$ cat src/rtl/msg_tx_if.sv
// -----------------------------------------------------------------------------
// msg_tx_if
// Byte handshake between the message sequencer and the UART transmitter.
//   tx_valid  master -> slave  tx_data holds a byte offered for transmission
//   tx_data   master -> slave  8-bit byte, stable while tx_valid is high
//   tx_ready  slave  -> master transmitter accepts the byte this cycle
// A byte is transferred on the rising clock edge where tx_valid & tx_ready.
// -----------------------------------------------------------------------------
interface msg_tx_if;
    logic       tx_valid;
    logic [7:0] tx_data;
    logic       tx_ready;

    modport master (
        output tx_valid,
        output tx_data,
        input  tx_ready
    );

    modport slave (
        input  tx_valid,
        input  tx_data,
        output tx_ready
    );
endinterface

$ cat src/rtl/msg_tx_sequencer.sv
// -----------------------------------------------------------------------------
// msg_tx_sequencer
// Sends a fixed ASCII message, first character first, into a UART transmitter
// over a valid/ready handshake. One trigger pulse sends one whole message; the
// pause input stops new bytes at byte boundaries but never withdraws a byte
// that is already being offered.
//
// Parameters
//   MSG_LEN   number of bytes in MSG (>= 1)
//   MSG       message string, leftmost character transmitted first
//
// Ports
//   clk        in   system clock, rising edge
//   rst        in   asynchronous reset, active high
//   trigger_i  in   1-cycle start pulse
//   pause_i    in   1 = do not issue further bytes
//   active_o   out  a message is in progress
//   done_o     out  1-cycle pulse after the last byte has been accepted
//   tx         msg_tx_if.master  valid/ready byte stream to the UART
//
// Build option
//   MSG_SEQ_TRIG_LATCH_EN  when defined, a trigger arriving during a message
//   is remembered in a one-deep pending flag and starts the next message
//   straight after the current one (no idle cycle in between unless paused).
// -----------------------------------------------------------------------------
module msg_tx_sequencer #(
    parameter int                   MSG_LEN = 13,
    parameter logic [8*MSG_LEN-1:0] MSG     = "Hello World\r\n"
) (
    input  logic     clk,
    input  logic     rst,
    input  logic     trigger_i,
    input  logic     pause_i,
    output logic     active_o,
    output logic     done_o,
    msg_tx_if.master tx
);

    localparam int            IW       = $clog2(MSG_LEN + 1);
    localparam logic [IW-1:0] LAST_IDX = IW'(MSG_LEN - 1);

    localparam logic [1:0] ST_IDLE = 2'd0;
    localparam logic [1:0] ST_LOAD = 2'd1;
    localparam logic [1:0] ST_REQ  = 2'd2;
    localparam logic [1:0] ST_ADV  = 2'd3;

    logic [1:0]    state_q, state_d;
    logic [IW-1:0] idx_q,   idx_d;
    logic [7:0]    data_q,  data_d;
    logic          done_q,  done_d;
    logic          start_req;

    // Message unpacked into a byte table; entry 0 is the leftmost character.
    logic [7:0] msg_rom [MSG_LEN];

    genvar gi;
    generate
        for (gi = 0; gi < MSG_LEN; gi++) begin : g_rom
            assign msg_rom[gi] = MSG[8*(MSG_LEN-1-gi) +: 8];
        end
    endgenerate

`ifdef MSG_SEQ_TRIG_LATCH_EN
    logic pending_q, pending_d;
    assign start_req = trigger_i | pending_q;
`else
    assign start_req = trigger_i;
`endif

    always_comb begin
        state_d = state_q;
        idx_d   = idx_q;
        data_d  = data_q;
        done_d  = 1'b0;
`ifdef MSG_SEQ_TRIG_LATCH_EN
        // Any trigger seen while busy (including the final ADV cycle) is kept.
        pending_d = pending_q | (trigger_i & (state_q != ST_IDLE));
`endif
        case (state_q)
            ST_IDLE: begin
                if (start_req && !pause_i) begin
                    state_d = ST_LOAD;
                    idx_d   = '0;
`ifdef MSG_SEQ_TRIG_LATCH_EN
                    pending_d = 1'b0;
`endif
                end
            end
            ST_LOAD: begin
                if (!pause_i) begin
                    data_d  = msg_rom[idx_q];
                    state_d = ST_REQ;
                end
            end
            ST_REQ: begin
                // Pause is ignored here: an offered byte stays offered.
                if (tx.tx_ready) begin
                    state_d = ST_ADV;
                end
            end
            default: begin // ST_ADV
                if (idx_q == LAST_IDX) begin
                    done_d  = 1'b1;
                    state_d = ST_IDLE;
                    idx_d   = '0;
`ifdef MSG_SEQ_TRIG_LATCH_EN
                    // Chain straight into the next message; a trigger in this
                    // very cycle re-arms the flag for the one after.
                    if (pending_q && !pause_i) begin
                        state_d   = ST_LOAD;
                        pending_d = trigger_i;
                    end
`endif
                end else begin
                    idx_d   = idx_q + 1'b1;
                    state_d = ST_LOAD;
                end
            end
        endcase
    end

    always_ff @(posedge clk or posedge rst) begin
        if (rst) begin
            state_q <= ST_IDLE;
            idx_q   <= '0;
            data_q  <= 8'h00;
            done_q  <= 1'b0;
        end else begin
            state_q <= state_d;
            idx_q   <= idx_d;
            data_q  <= data_d;
            done_q  <= done_d;
        end
    end

`ifdef MSG_SEQ_TRIG_LATCH_EN
    always_ff @(posedge clk or posedge rst) begin
        if (rst) begin
            pending_q <= 1'b0;
        end else begin
            pending_q <= pending_d;
        end
    end
`endif

    // All outputs come straight from registers, so reset clears them at once.
    assign tx.tx_valid = (state_q == ST_REQ);
    assign tx.tx_data  = data_q;
    assign active_o    = (state_q != ST_IDLE);
    assign done_o      = done_q;

endmodule
$ cat src/flat_wrapper.sv
// flat-port wrapper written by rule: the top's interface ports become plain ports
module msg_tx_sequencer_flat 
#(
    parameter int                   MSG_LEN = 13,
    parameter logic [8*MSG_LEN-1:0] MSG     = "               "
)
  (clk, rst, trigger_i, pause_i, active_o, done_o, tx_tx_valid, tx_tx_data, tx_tx_ready);
  msg_tx_if tx_i ();
  input  logic clk;
  input  logic rst;
  input  logic trigger_i;
  input  logic pause_i;
  output logic active_o;
  output logic done_o;
  output wire logic [$bits(tx_i.tx_valid)-1:0] tx_tx_valid;
  output wire logic [$bits(tx_i.tx_data)-1:0] tx_tx_data;
  input wire logic [$bits(tx_i.tx_ready)-1:0] tx_tx_ready;
  assign tx_tx_valid = tx_i.tx_valid;
  assign tx_tx_data = tx_i.tx_data;
  assign tx_i.tx_ready = tx_tx_ready;
  msg_tx_sequencer #(.MSG_LEN(MSG_LEN), .MSG(MSG)) u_core (.clk(clk), .rst(rst), .trigger_i(trigger_i), .pause_i(pause_i), .active_o(active_o), .done_o(done_o), .tx(tx_i));
endmodule
$ cat config.mk
export PLATFORM = sky130hd
export DESIGN_NAME = msg_tx_sequencer_flat
export DESIGN_NICKNAME = d
export VERILOG_FILES = /design/src/rtl/msg_tx_if.sv /design/src/rtl/msg_tx_sequencer.sv /design/src/flat_wrapper.sv
export SDC_FILE = /design/constraint.sdc
export NUM_CORES = 1
export LEC_CHECK = 0
export ABC_AREA = 1
export CORE_AREA = 5 5 47 49
export CTS_CLUSTER_DIAMETER = 60
export DETAILED_ROUTE_END_ITERATION = 16
export DIE_AREA = 0 0 52 54
export GPL_TIMING_DRIVEN = 0
export HOLD_SLACK_MARGIN = 0.02
export SKIP_CTS_REPAIR_TIMING = 1
export SYNTH_ARGS = -nofsm -noshare
export SYNTH_HDL_FRONTEND = slang
export SYNTH_SLANG_ARGS = --single-unit
export TNS_END_PERCENT = 1
$ cat constraint.sdc
create_clock -name clk -period 2.7 [get_ports clk]
set_input_delay 0.81 -clock clk [delete_from_list [all_inputs] [get_ports clk]]
set_output_delay 0.81 -clock clk [all_outputs]
set_load 0.01 [all_outputs]
# ---- Word-level counts from Yosys, hierarchy flattened
# Memory sizes are Yosys's and may differ from the RTL's. A register that Yosys moved wholly into a read port is not among the register bits.
# Index checks and enable logic that the tools add are counted.
dict set report totals {
  reg_bits 7
  mem_count 1
  out_inout_bits 11
  mem_bits_ro 128
  wordCells 33
}
dict set report op_classes {
  addsub 1
  n_reduce_logical 9
  mux 10
  n_bitwise 3
  n_eq_ne 6
}
# memory words word_bits read_ports rd_ports_with_merged_regs wr line
set mem_list {}
lappend mem_list {{(name not given)} 16 8 1 1 0 msg_tx_sequencer.sv:91} ;# data_d = msg_rom[idx_q];
# cell n
set op_table {}
lappend op_table {{$mux W4} 2}
lappend op_table {{$pmux W4 S2} 1}
lappend op_table {{$mux W2} 3}
lappend op_table {{$pmux W2 S3} 1}
lappend op_table {{$not A4 Y5} 1}
lappend op_table {{$add A4 B1 Y4 const B} 1}
lappend op_table {{$eq A4 B4 Y1 const B} 1}
lappend op_table {{$ne A2 B1 Y1 const B} 2}
lappend op_table {{$reduce_and A2 Y1} 2}
lappend op_table {{$mux W1} 3}
lappend op_table {{$reduce_and A3 Y1} 1}
lappend op_table {{$reduce_or A3 Y1} 1}
lappend op_table {{$eq A2 B1 Y1 const B} 1}
lappend op_table {{$eq A2 B2 Y1 const B} 1}
lappend op_table {{$logic_not A2 Y1} 1}
lappend op_table {{$ne A2 B2 Y1 const B} 1}
lappend op_table {{$not A1 Y1} 2}
lappend op_table {{$reduce_bool A2 Y1} 1}
lappend op_table {{$reduce_or A2 Y1} 1}
lappend op_table {{$logic_and A1 B1 Y1} 1}
lappend op_table {{$logic_not A1 Y1} 1}

# ---- Logic depth before layout (Yosys ltp)
dict set report logic_depth {
  word_depth 4
  ltp_mapped 7
  mapped_depth_nobuf 7
}

# ---- Worst setup path after synthesis
# Ideal clock, no wire load.
dict set report synth_timing {
  path_kind {register -> output}
  from {register u_core.state_q[0]}
  to {output active_o}
  stages_incl_launch_ff 4
  slack_ns 1.078
  arrival_ns 0.812
  path_buffers 0
  required_time_ns 1.890
  path_cell_list {dfrtp_1 > inv_1 > ha_1 > inv_1}
}
dict set report synth_between {
  elab_chain_cells 1
}
# element line
set synth_rtl {}
lappend synth_rtl {{from (decl)} msg_tx_sequencer.sv:47} ;# logic [1:0] state_q, state_d;
lappend synth_rtl {{from (signal assigned)} msg_tx_sequencer.sv:129} ;# state_q <= state_d;
lappend synth_rtl {{$reduce_bool A2 Y1} msg_tx_sequencer.sv:149} ;# assign active_o = (state_q != ST_IDLE);
lappend synth_rtl {{to (decl)} flat_wrapper.sv:13} ;# output logic active_o;
# Every way passes these cells.

# ---- Worst setup path after layout
# Same ends and word-level chain as after synthesis.

==> impl_metrics.yaml <==
status:
  status: "finished, final reports clean"
floorplanning:
  die_h_um: 54
  rows: 16
  floorplan.initialDensity: 0.312
  core_area_mm2: 0.00182
  die_w_um: 52
  ioPinCount: 16
  fp.dieArea_mm2: 0.00281
yosys:
  synth_cell_types: 16
  syn-instance-count: 73
  syn_area_um2: 568
  synth_edf_count: 0
  synth_common_cells: "nand2_1, inv_1, dfrtp_1, buf_4, ha_1"
  synthFlopType: "dfrtp_1"
  synthTopCellsByArea: "dfrtp_1, ha_1, nand2_1, buf_4, inv_1"
  yosysMostFrequentCell: "nand2_1"
  synth_area_per_cell_um2: 7.78
  async_flop_share: 1.00
  yosysWarnings: 0
  ys_ff_latch: 8
  netlist.area_leader.share: 0.352
  ys_seq_area_frac: 0.352
  yosysTopAreaCell: "dfrtp_1"
routing:
  drcViolationCount: 0
  routedWlPerCell_um: 8.75
  dr.pass1.iters: 4
  antenna_left: 0
  drt-total-wl_mm: 1.02
  via_count: 459
  vias_per_cell: 3.92
  drtIter0Drc: 9
clock_network:
  clock_latency_ns: 0.26
  cts_root_buf: "clkbuf_4"
  cts.sinks: 8
  cts_made_buffers: 3
  clk_pin_slew_ns: 0.05
  clock_path_buffers: 2
  cts_max_level: 1
  cts_tree: "built"
placement:
  io_buffers: 8
  pre_cts_ws_ns: 0.473
  gp_congestion: 0.774
  dp.final_hpwl_um: 801
timing:
  setup_tns_ns: 0
  rsz0062_at_grt: "false"
  post-route-min-period_ns: 2.49
  post-route-period-util: 0.923
  setup_violations: 0
  finalHoldViolCount: 0
  setup_slack_ns: 0.208
  clock.fmax_mhz: 401
  skew_ns: 0.00119
  slew_viol_final: 0
worst_setup_path:
  critPathMostFrequentCell: "inv_1"
  worst-path-max-fanout: 6
  worstPathRequired_ns: 1.89
  critPathArrivalTime_ns: 1.68
  cpMaxStageDelayCell: "clkdlybuf4s50_1"
  max_stage_delay_ns: 0.53
  crit_path_cell_trace: "inv_1 -> ha_1 -> inv_1 -> clkdlybuf4s50_1"
  endpoint_kind: "output port"
  critical_path_class: "flip-flop to output port"
  cp-start-kind: "flip-flop"
pwr:
  power_w: 0.000679
  ir_drop_mv: 0.497
  leakage_nw: 0.400
  powerDensity_mw_per_mm2: 933
finish:
  fill_cells: 192
  multi_input_area_um2: 289
  drive_gt1_frac: 0.156
  n_antenna_cell: 0
  fin_nets: 104
  area_growth_pct: 28.0
  seq_area_um2: 200
flow_run:
  drv_cap: 0
grt:
  grt_start_max_net_pins: 9
  grt_pass1_wl_mm: 1.66
  track_usage: 0.0844
  grt_pass1_vias: 406
  antenna_found_initial: 0
  grt_overflow: 0
min_path:
  hold_path.class: "flip-flop to flip-flop"
[flip-flops by register name, indices dropped and copies added (netlist names)]
signal	flops
u_core.state_q	2
u_core.idx_q	4
u_core.tx.tx_data	1
u_core.done_o	1
[path summary, 6_finish.rpt]
kind	startpoint	end	slack (ns)	depth (start not counted)
worst max register to register	u_core.state_q[0]	u_core.idx_q[2]	1.31	6
max in group asynchronous	rst	u_core.idx_q[1]	1.65	2
worst max-delay path	u_core.state_q[0]	active_o	0.21	4
worst min-delay path	u_core.tx.tx_data[5]	u_core.tx.tx_data[5]	0.45	1
worst min register to register	u_core.tx.tx_data[5]	u_core.tx.tx_data[5]	0.45	1
min in group asynchronous	rst	u_core.done_o	0.81	2
[through the flow]
step,cells,cell area (µm²),hold WS (ns),util
detailed placement,114,704,0.445,0.387
global route,117,727,0.493,0.399
global placement,114,704,0.440,0.387
floorplan,79,591,0.493,-
finish,117,727,0.451,0.399
CTS,117,727,0.458,0.399
[cell type report]
type                    instances  share of cell area
flip-flops and latches          8               0.275
inverters                      13              0.0671
repair buffers                  8               0.110
clock buffers                   3              0.0310
multi-input cells              51               0.398
plain buffers                   7              0.0723
well taps                      27              0.0465
[cell usage in the layout, fill, tap and decap left out, drive strengths merged]
cell type and n:
nand3 6, o21ai 4, nand2 19, clkdlybuf4s50 8, clkbuf 3, conb 7, ha 7, dfrtp 8
inv 13, a21oi 2, buf 7, nor2 3, a21o 1, nand4 2
[routing by layer]
metal	global-route usage	vias to the layer above	share of wire
li1	-	248	-
met1	0.0912	194	0.44
met2	0.130	13	0.44
met3	0.0277	4	0.086
met4	0.0786	0	0.024
met5	0	-	0
[where the power goes]
part | internal [W] | switching, W | total, W | leakage [nW]
Combinational | 0.000157 | 0.000215 | 0.000372 | 0.289
Sequential | 0.000165 | 0.0000488 | 0.000214 | 0.0979
Clock | 0.0000510 | 0.0000424 | 0.0000933 | 0.0138
Total | 0.000372 | 0.000306 | 0.000679 | 0.400
[cells by family (layout without fill, tap and decap cells)]
| group | Yosys count | in the layout | share of synthesized area |
|---|---|---|---|
| other | 1 | 7 | 0.00660 |
| buffers and inverters | 20 | 31 | 0.178 |
| adders and majority gates | 7 | 7 | 0.154 |
| AOI/OAI and AO/OA | 7 | 7 | 0.0661 |
| and+or+nand+nor | 30 | 30 | 0.242 |
| DFF | 8 | 8 | 0.352 |
[worst max-delay path, delay by kind of cell, from the launching register on]
family / cells / cell delay [ns]
adders and majority gates: 1 / 0.27
buffers and inverters: 3 / 0.72
DFF: 1 / 0.43
Note: power is estimated with default switching activity, not from simulation.
